$ cat config.mk
export PLATFORM = sky130hd
export DESIGN_NAME = fetch_pipe_regs_flat
export DESIGN_NICKNAME = d
export VERILOG_FILES = /design/src/rtl/fetch_pipe_regs_pkg.sv /design/src/rtl/fetch_pipe_regs_if.sv /design/src/rtl/fetch_pipe_regs_pipe_reg.sv /design/src/rtl/fetch_pipe_regs.sv /design/src/flat_wrapper.sv
export SDC_FILE = /design/constraint.sdc
export NUM_CORES = 1
export LEC_CHECK = 0
export BUFFER_PORTS_ARGS = -buffer_cell sky130_fd_sc_hd__buf_2
export CAP_MARGIN = 0
export CORE_UTILIZATION = 50
export CTS_BUF_LIST = sky130_fd_sc_hd__clkbuf_16
export CTS_CLUSTER_SIZE = 8
export DETAILED_ROUTE_END_ITERATION = 7
export HOLD_SLACK_MARGIN = 0.06
export PLACE_DENSITY_LB_ADDON = 0.05
export SKIP_CTS_REPAIR_TIMING = 1
export SLEW_MARGIN = 10
export SYNTH_ARGS = -nofsm -noshare
export SYNTH_HDL_FRONTEND = slang
export SYNTH_SLANG_ARGS = --single-unit
export TNS_END_PERCENT = 20
$ cat constraint.sdc
create_clock -name clk -period 7 [get_ports clk]
set_input_delay 1.4 -clock clk [delete_from_list [all_inputs] [get_ports clk]]
set_output_delay 1.4 -clock clk [all_outputs]
set_load 0.02 [all_outputs]
$ cat src/rtl/fetch_pipe_regs_pkg.sv
// -----------------------------------------------------------------------------
// rv_pipe_pkg
// Shared definitions for the RV32I pipeline-register front end: the bubble
// instruction, the default reset PC, register-field bit positions inside an
// instruction word, and packed layouts of the IF/ID and ID/EX register contents.
// No ports (package).
// -----------------------------------------------------------------------------
package rv_pipe_pkg;

    localparam int          XLEN             = 32;
    localparam int          REG_W            = 5;
    localparam logic [31:0] NOP_INSTR        = 32'h0000_0013;  // addi x0,x0,0
    localparam logic [31:0] RESET_PC_DEFAULT = 32'h0000_0000;

    localparam int RS1_LSB = 15;
    localparam int RS2_LSB = 20;
    localparam int RD_LSB  = 7;

    typedef struct packed {
        logic [XLEN-1:0] instr;
        logic [XLEN-1:0] pc;
        logic [XLEN-1:0] pc_plus4;
        logic            valid;
    } ifid_t;

    typedef struct packed {
        logic [REG_W-1:0] rs1;
        logic [REG_W-1:0] rs2;
        logic [REG_W-1:0] rd;
        logic             reg_write;
        logic             result_src;
        logic             mem_write;
        logic [XLEN-1:0]  pc;
        logic             valid;
    } idex_t;

    // Extract a 5-bit register specifier starting at bit lsb.
    function automatic logic [REG_W-1:0] reg_field(input logic [XLEN-1:0] instr,
                                                   input int lsb);
        return instr[lsb +: REG_W];
    endfunction

endpackage

$ cat src/rtl/fetch_pipe_regs_if.sv
// -----------------------------------------------------------------------------
// fetch_pipe_regs_if
// Bundles the hazard-unit commands, imem/decoder inputs and pipeline-register
// outputs of fetch_pipe_regs.
//   master : hazard unit / imem / decoder side (drives commands, InstrF, *D ctrl)
//   slave  : fetch_pipe_regs (drives PCF, IF/ID, ID/EX fields)
// StallCount/FlushCount exist only when PERF_CNT_EN is defined.
// -----------------------------------------------------------------------------
interface fetch_pipe_regs_if;

    logic        StallPC;
    logic        StallF;
    logic        FlushF;
    logic        FlushD;
    logic        PCSrcE;
    logic [31:0] PCTargetE;
    logic [31:0] InstrF;
    logic        RegWriteD;
    logic        ResultSrcD;
    logic        MemWriteD;

    logic [31:0] PCF;
    logic [31:0] InstrD;
    logic [31:0] PCD;
    logic [31:0] PCPlus4D;
    logic        ValidD;
    logic [4:0]  RS1D;
    logic [4:0]  RS2D;
    logic [4:0]  RdD;
    logic [4:0]  RS1E;
    logic [4:0]  RS2E;
    logic [4:0]  RdE;
    logic        RegWriteE;
    logic        ResultSrcE;
    logic        MemWriteE;
    logic        ValidE;
    logic [31:0] PCE;
`ifdef PERF_CNT_EN
    logic [31:0] StallCount;
    logic [31:0] FlushCount;
`endif

    modport master (
        output StallPC, StallF, FlushF, FlushD, PCSrcE, PCTargetE, InstrF,
               RegWriteD, ResultSrcD, MemWriteD,
        input  PCF, InstrD, PCD, PCPlus4D, ValidD, RS1D, RS2D, RdD,
               RS1E, RS2E, RdE, RegWriteE, ResultSrcE, MemWriteE, ValidE, PCE
`ifdef PERF_CNT_EN
       ,input  StallCount, FlushCount
`endif
    );

    modport slave (
        input  StallPC, StallF, FlushF, FlushD, PCSrcE, PCTargetE, InstrF,
               RegWriteD, ResultSrcD, MemWriteD,
        output PCF, InstrD, PCD, PCPlus4D, ValidD, RS1D, RS2D, RdD,
               RS1E, RS2E, RdE, RegWriteE, ResultSrcE, MemWriteE, ValidE, PCE
`ifdef PERF_CNT_EN
       ,output StallCount, FlushCount
`endif
    );

endinterface

$ cat src/rtl/fetch_pipe_regs_pipe_reg.sv
// -----------------------------------------------------------------------------
// pipe_reg
// Generic pipeline register: async active-high reset to RST_VAL, synchronous
// clear to CLR_VAL (bubble), hold when enable is low. Clear beats hold.
// Ports:
//   clk, rst  : clock, asynchronous active-high reset
//   i_en      : load i_d when high (and not clearing)
//   i_clr     : load CLR_VAL on the next edge
//   i_d / o_q : data in / registered data out
// -----------------------------------------------------------------------------
module pipe_reg #(
    parameter int               WIDTH   = 32,
    parameter logic [WIDTH-1:0] RST_VAL = '0,
    parameter logic [WIDTH-1:0] CLR_VAL = '0
) (
    input  logic             clk,
    input  logic             rst,
    input  logic             i_en,
    input  logic             i_clr,
    input  logic [WIDTH-1:0] i_d,
    output logic [WIDTH-1:0] o_q
);

    logic [WIDTH-1:0] r_q;

    always_ff @(posedge clk or posedge rst) begin
        if (rst)
            r_q <= RST_VAL;
        else if (i_clr)
            r_q <= CLR_VAL;
        else if (i_en)
            r_q <= i_d;
    end

    assign o_q = r_q;

endmodule

$ cat src/rtl/fetch_pipe_regs.sv
// -----------------------------------------------------------------------------
// fetch_pipe_regs
// PC, IF/ID register and the hazard-relevant slice of ID/EX for an RV32I
// five-stage core. Executes stall/flush/redirect commands from the hazard unit.
// Ports:
//   clk    : core clock (rising edge)
//   reset  : asynchronous active-high reset
//   bus    : fetch_pipe_regs_if.slave -- commands, InstrF, decoder controls in;
//            PCF, IF/ID, RS1D/RS2D/RdD, ID/EX slice out
// Optional feature: define PERF_CNT_EN to add StallCount/FlushCount.
// -----------------------------------------------------------------------------
module fetch_pipe_regs #(
    parameter logic [31:0] RESET_PC  = rv_pipe_pkg::RESET_PC_DEFAULT,
    parameter logic [31:0] NOP_INSTR = rv_pipe_pkg::NOP_INSTR
) (
    input  logic                  clk,
    input  logic                  reset,
    fetch_pipe_regs_if.slave      bus
);

    import rv_pipe_pkg::*;

    localparam ifid_t IFID_BUBBLE = '{instr: NOP_INSTR, pc: '0, pc_plus4: '0, valid: 1'b0};
    localparam idex_t IDEX_BUBBLE = '0;

    logic [31:0] w_pcf;
    logic [31:0] w_pc_plus4;
    logic [31:0] w_pc_next;
    logic        w_pc_en;
    ifid_t       w_ifid_d;
    ifid_t       w_ifid_q;
    idex_t       w_idex_d;
    idex_t       w_idex_q;
    logic [4:0]  w_rs1d;
    logic [4:0]  w_rs2d;
    logic [4:0]  w_rdd;

    // ---- PC: redirect outranks stall ----
    assign w_pc_plus4 = w_pcf + 32'd4;
    assign w_pc_next  = bus.PCSrcE ? bus.PCTargetE : w_pc_plus4;
    assign w_pc_en    = bus.PCSrcE | ~bus.StallPC;

    pipe_reg #(.WIDTH(32), .RST_VAL(RESET_PC), .CLR_VAL(RESET_PC)) u_pc (
        .clk   (clk),
        .rst   (reset),
        .i_en  (w_pc_en),
        .i_clr (1'b0),
        .i_d   (w_pc_next),
        .o_q   (w_pcf)
    );

    // ---- IF/ID: flush outranks stall ----
    assign w_ifid_d = '{instr: bus.InstrF, pc: w_pcf, pc_plus4: w_pc_plus4, valid: 1'b1};

    pipe_reg #(.WIDTH($bits(ifid_t)), .RST_VAL(IFID_BUBBLE), .CLR_VAL(IFID_BUBBLE)) u_ifid (
        .clk   (clk),
        .rst   (reset),
        .i_en  (~bus.StallF),
        .i_clr (bus.FlushF),
        .i_d   (w_ifid_d),
        .o_q   (w_ifid_q)
    );

    assign w_rs1d = reg_field(w_ifid_q.instr, RS1_LSB);
    assign w_rs2d = reg_field(w_ifid_q.instr, RS2_LSB);
    assign w_rdd  = reg_field(w_ifid_q.instr, RD_LSB);

    // ---- ID/EX slice: always advances; invalid IF/ID carries no side effects ----
    assign w_idex_d = '{rs1:        w_rs1d,
                        rs2:        w_rs2d,
                        rd:         w_rdd,
                        reg_write:  bus.RegWriteD  & w_ifid_q.valid,
                        result_src: bus.ResultSrcD & w_ifid_q.valid,
                        mem_write:  bus.MemWriteD  & w_ifid_q.valid,
                        pc:         w_ifid_q.pc,
                        valid:      w_ifid_q.valid};

    pipe_reg #(.WIDTH($bits(idex_t)), .RST_VAL(IDEX_BUBBLE), .CLR_VAL(IDEX_BUBBLE)) u_idex (
        .clk   (clk),
        .rst   (reset),
        .i_en  (1'b1),
        .i_clr (bus.FlushD),
        .i_d   (w_idex_d),
        .o_q   (w_idex_q)
    );

    assign bus.PCF        = w_pcf;
    assign bus.InstrD     = w_ifid_q.instr;
    assign bus.PCD        = w_ifid_q.pc;
    assign bus.PCPlus4D   = w_ifid_q.pc_plus4;
    assign bus.ValidD     = w_ifid_q.valid;
    assign bus.RS1D       = w_rs1d;
    assign bus.RS2D       = w_rs2d;
    assign bus.RdD        = w_rdd;
    assign bus.RS1E       = w_idex_q.rs1;
    assign bus.RS2E       = w_idex_q.rs2;
    assign bus.RdE        = w_idex_q.rd;
    assign bus.RegWriteE  = w_idex_q.reg_write;
    assign bus.ResultSrcE = w_idex_q.result_src;
    assign bus.MemWriteE  = w_idex_q.mem_write;
    assign bus.ValidE     = w_idex_q.valid;
    assign bus.PCE        = w_idex_q.pc;

`ifdef PERF_CNT_EN
    logic [31:0] r_stall_cnt;
    logic [31:0] r_flush_cnt;

    // A redirect cycle counts as a flush, not a stall, even if StallPC is set.
    always_ff @(posedge clk or posedge reset) begin
        if (reset) begin
            r_stall_cnt <= '0;
            r_flush_cnt <= '0;
        end else begin
            if (bus.StallPC && !bus.PCSrcE)
                r_stall_cnt <= r_stall_cnt + 32'd1;
            if (bus.PCSrcE)
                r_flush_cnt <= r_flush_cnt + 32'd1;
        end
    end

    assign bus.StallCount = r_stall_cnt;
    assign bus.FlushCount = r_flush_cnt;
`endif

endmodule

$ cat src/flat_wrapper.sv
// flat-port wrapper written by rule: the top's interface ports become plain ports
module fetch_pipe_regs_flat import rv_pipe_pkg::*;
#(
    parameter logic [31:0] RESET_PC  = rv_pipe_pkg::RESET_PC_DEFAULT,
    parameter logic [31:0] NOP_INSTR = rv_pipe_pkg::NOP_INSTR
)
  (clk, reset, bus_StallPC, bus_StallF, bus_FlushF, bus_FlushD, bus_PCSrcE, bus_PCTargetE, bus_InstrF, bus_RegWriteD, bus_ResultSrcD, bus_MemWriteD, bus_PCF, bus_InstrD, bus_PCD, bus_PCPlus4D, bus_ValidD, bus_RS1D, bus_RS2D, bus_RdD, bus_RS1E, bus_RS2E, bus_RdE, bus_RegWriteE, bus_ResultSrcE, bus_MemWriteE, bus_ValidE, bus_PCE);
  fetch_pipe_regs_if bus_i ();
  input  logic clk;
  input  logic reset;
  input wire logic [$bits(bus_i.StallPC)-1:0] bus_StallPC;
  input wire logic [$bits(bus_i.StallF)-1:0] bus_StallF;
  input wire logic [$bits(bus_i.FlushF)-1:0] bus_FlushF;
  input wire logic [$bits(bus_i.FlushD)-1:0] bus_FlushD;
  input wire logic [$bits(bus_i.PCSrcE)-1:0] bus_PCSrcE;
  input wire logic [$bits(bus_i.PCTargetE)-1:0] bus_PCTargetE;
  input wire logic [$bits(bus_i.InstrF)-1:0] bus_InstrF;
  input wire logic [$bits(bus_i.RegWriteD)-1:0] bus_RegWriteD;
  input wire logic [$bits(bus_i.ResultSrcD)-1:0] bus_ResultSrcD;
  input wire logic [$bits(bus_i.MemWriteD)-1:0] bus_MemWriteD;
  output wire logic [$bits(bus_i.PCF)-1:0] bus_PCF;
  output wire logic [$bits(bus_i.InstrD)-1:0] bus_InstrD;
  output wire logic [$bits(bus_i.PCD)-1:0] bus_PCD;
  output wire logic [$bits(bus_i.PCPlus4D)-1:0] bus_PCPlus4D;
  output wire logic [$bits(bus_i.ValidD)-1:0] bus_ValidD;
  output wire logic [$bits(bus_i.RS1D)-1:0] bus_RS1D;
  output wire logic [$bits(bus_i.RS2D)-1:0] bus_RS2D;
  output wire logic [$bits(bus_i.RdD)-1:0] bus_RdD;
  output wire logic [$bits(bus_i.RS1E)-1:0] bus_RS1E;
  output wire logic [$bits(bus_i.RS2E)-1:0] bus_RS2E;
  output wire logic [$bits(bus_i.RdE)-1:0] bus_RdE;
  output wire logic [$bits(bus_i.RegWriteE)-1:0] bus_RegWriteE;
  output wire logic [$bits(bus_i.ResultSrcE)-1:0] bus_ResultSrcE;
  output wire logic [$bits(bus_i.MemWriteE)-1:0] bus_MemWriteE;
  output wire logic [$bits(bus_i.ValidE)-1:0] bus_ValidE;
  output wire logic [$bits(bus_i.PCE)-1:0] bus_PCE;
  assign bus_i.StallPC = bus_StallPC;
  assign bus_i.StallF = bus_StallF;
  assign bus_i.FlushF = bus_FlushF;
  assign bus_i.FlushD = bus_FlushD;
  assign bus_i.PCSrcE = bus_PCSrcE;
  assign bus_i.PCTargetE = bus_PCTargetE;
  assign bus_i.InstrF = bus_InstrF;
  assign bus_i.RegWriteD = bus_RegWriteD;
  assign bus_i.ResultSrcD = bus_ResultSrcD;
  assign bus_i.MemWriteD = bus_MemWriteD;
  assign bus_PCF = bus_i.PCF;
  assign bus_InstrD = bus_i.InstrD;
  assign bus_PCD = bus_i.PCD;
  assign bus_PCPlus4D = bus_i.PCPlus4D;
  assign bus_ValidD = bus_i.ValidD;
  assign bus_RS1D = bus_i.RS1D;
  assign bus_RS2D = bus_i.RS2D;
  assign bus_RdD = bus_i.RdD;
  assign bus_RS1E = bus_i.RS1E;
  assign bus_RS2E = bus_i.RS2E;
  assign bus_RdE = bus_i.RdE;
  assign bus_RegWriteE = bus_i.RegWriteE;
  assign bus_ResultSrcE = bus_i.ResultSrcE;
  assign bus_MemWriteE = bus_i.MemWriteE;
  assign bus_ValidE = bus_i.ValidE;
  assign bus_PCE = bus_i.PCE;
  fetch_pipe_regs #(.RESET_PC(RESET_PC), .NOP_INSTR(NOP_INSTR)) u_core (.clk(clk), .reset(reset), .bus(bus_i));
endmodule
==> results.ini <==
[floorplanning]
placementRows=45
dieArea_sq_um=16200
dieHeight_microns=127
die_w_microns=127
start_util=0.515
core_sq_um=15300
io_pins=269

[cells_and_area]
syn2layout_area_growth_pct=23.1
nets=1019
seq_area_sq_um=4460
fin_area_sq_um=9670
drive_gt1_frac=0.324
antennaDiodeCount=0
multi_input_comb_area_sq_um=2940
fillers=1279

[yosys]
synth_compound_area_frac=0.0862
syn-cell-area_sq_um=7850
ys_top_cells_by_area=dfrtp_1, mux2i_1, nor2_1, nor2b_1, buf_4
ys.flop_type=dfrtp_1
muxShareOfSynthArea=0.0742
yosys.area.top_type=dfrtp_1
synth_fa_ha_area_frac=0.00159
syn_nets=810
synth_top_area_frac=0.558
post_synth_xor_area_fraction=0.0279
synth-edff-count=0
seq_area_frac_synth=0.568
ys_ff_latch=178
synth_cell_type_count=46
syn_avg_cell_area_sq_um=10.7
synth_top_family_by_area=simple AND/OR/NAND/NOR gates
async_reset_ff_frac=1.00
yosys.area_share.simple=0.184
ys.warnings.count=0
netlist_instances=735

[global_routing]
first_global_vias=6085
grt_util_all_layers=0.249
antenna_found_initial=0
overflow=0
grt_pass1_wl_microns=31200
grt_max_degree=109

[hold_path]
whs_path_depth=1
hold_class=reg -> reg
whs_endpoint=u_core.u_idex.o_q[15]
min_from=u_core.u_ifid.o_q[47]

[setup_path]
path_buf_inv=1
r2r_end=u_core.u_ifid.o_q[17]
cpMostUsedCell=or4_1
start_kind=primary input
cp_max_fo=17
reg2reg_depth=5
cp-startpoint=bus_StallPC
reg2reg_from=u_core.u_pc.o_q[2]
cp.arrival_ps=3230
slowest_stage=or4_1
slowest_delay_ps=720
crit_chain=buf_2 -> nand2b_1 -> or4_1 -> or4_1 -> a31oi_1
setup.worst_path.end_class=flip-flop
critical_path_class=in -> reg
worstPathRequired_ps=7350
r2r_slack_ps=4350
cpLargestDelayFamily=simple AND/OR/NAND/NOR gates

[run_status]
status=complete, no violations

[place]
dpl-instance-area_sq_um=9080
hpwl_microns=12900
gp_congestion=0.815
numPortBuffers=268

[cts]
htreeDepth=4
numCtsBuffers=17
insertion_delay_ps=430
cts_tree=yes
cts-root-buf=clkbuf_16
cts_buffer_depth=2
cts.sinks=178
clkTransAtPathRegs_ps=70

[timing]
min_period_ps=2880
maxSlewHeadroom=0.307
finalHoldViolations=0
rsz0062_at_grt=false
fmax_ghz=0.347
setup_viol=0
slew_viol_final=0
fin_crit_sh=0.412
timing.hold.ws_ps=517
worstMarginPinSlew_ps=1040
final.setup.tns_ps=0
finClkSkew_ps=7.58

[route]
vias=6199
drc=0
wl_per_cell_microns=16.9
drt-initial-drc-count=351
wl_microns=19800
ant_nets=0
drt-vias-per-instance=5.32
firstDrtPassIters=4

[power_and_ir_drop]
p_leak_nw=4.92
p_per_area_nw_per_um2=259
peakVddDrop_v=0.000168

[run]
cap_viol_max_count=0

-- state kept, by name, indices dropped and copies added, names as in the netlist --
signal             flops
u_core.u_idex.o_q     51
u_core.u_ifid.o_q     95
u_core.u_pc.o_q       32
-- how the worst max path moves through the flow --
stage | to | slack [ps] | cells past startpoint
6_report | u_core.u_pc.o_q[29] | 4120 | 5
5_1_grt | u_core.u_ifid.o_q[17] | 3970 | 4
4_1_cts | u_core.u_pc.o_q[29] | 4140 | 5
3_5_place_dp | u_core.u_pc.o_q[29] | 3720 | 5
3_3_place_gp | u_core.u_pc.o_q[29] | 3760 | 5
2_1_floorplan | u_core.u_idex.o_q[0] | 770 | 1
-- logic make-up (layout without fill, tap and decap cells) --
group,count (synthesis),in the layout
buffers and inverters,93,313
AND/OR/NAND/NOR,278,278
AO/OA/AOI/OAI,102,102
flip-flops,178,178
XOR/XNOR,25,25
multiplexers,58,58
adder cells (fa/ha/maj),1,1
-- routing by layer --
layer	wire length, microns	GRT usage	vias to the layer above
met2	9750	0.415	203
met1	8590	0.320	3028
met4	316	0.101	0
met3	1110	0.0494	24
met5	0	0	-
li1	-	-	2944
-- report_power, final --
part           total, mW  leakage [nW]  switching, mW  internal (mW)
Combinational      0.365          2.31          0.236          0.130
Clock              0.974         0.289          0.386          0.588
Sequential          1.17          2.32         0.0733           1.10
-- layout make-up --
cell class                 instances  share of cell area
clock buffer                      17              0.0440
clock inverter                    13              0.0175
inverter                          13             0.00582
multi-input combinational        464               0.304
sequential                       178               0.461
tap                              211              0.0273
timing repair buffer             270               0.141
-- synthesized netlist by cell type, types with 10 or more instances --
master    instances
o31ai_1          10
nand3_1          13
clkbuf_1         43
o21ai_0          31
nand4_1          10
nand2_1          46
buf_4            23
xnor2_1          17
a21oi_1          12
nor2b_1          48
inv_1            12
a31oi_1          10
nor2_1           91
a311oi_1         14
or3_1            13
dfrtp_1         175
mux2i_1          56
or4_1            15
-- placed cells by master (no fill, tap or decap), types with 7 or more instances in the layout --
cell type | netlist | routed
nand3_1 | 13 | 13
nand4_1 | 10 | 10
a31oi_1 | 10 | 10
dfrtp_1 | 175 | 175
nor3_1 | 7 | 7
nor4_1 | 8 | 8
nand2_1 | 46 | 46
or4_1 | 15 | 15
a311oi_1 | 14 | 14
buf_2 | 3 | 266
nor2_1 | 91 | 91
or3_1 | 13 | 13
and2_1 | 8 | 8
a211oi_1 | 9 | 9
and4_1 | 7 | 7
mux2i_1 | 56 | 56
a21oi_1 | 12 | 12
o31ai_1 | 10 | 10
inv_1 | 12 | 12
xnor2_1 | 17 | 17
xor2_1 | 8 | 8
clkbuf_16 | 0 | 17
o21ai_0 | 31 | 31
nor2b_1 | 48 | 48
-- per-stage QoR --
stage / utilization / setup slack (ps) / power, mW / std cells
final: 0.634 / 4120 / 2.51 / 1166
after global routing: 0.634 / 3970 / 2.61 / 1166
after global placement: 0.595 / 3760 / 1.55 / 1136
after detailed placement: 0.595 / 3720 / 1.56 / 1136
after CTS: 0.634 / 4140 / 2.52 / 1166
after floorplan: - / 775 / 1.43 / 735
(Power assumes the default switching activity.)
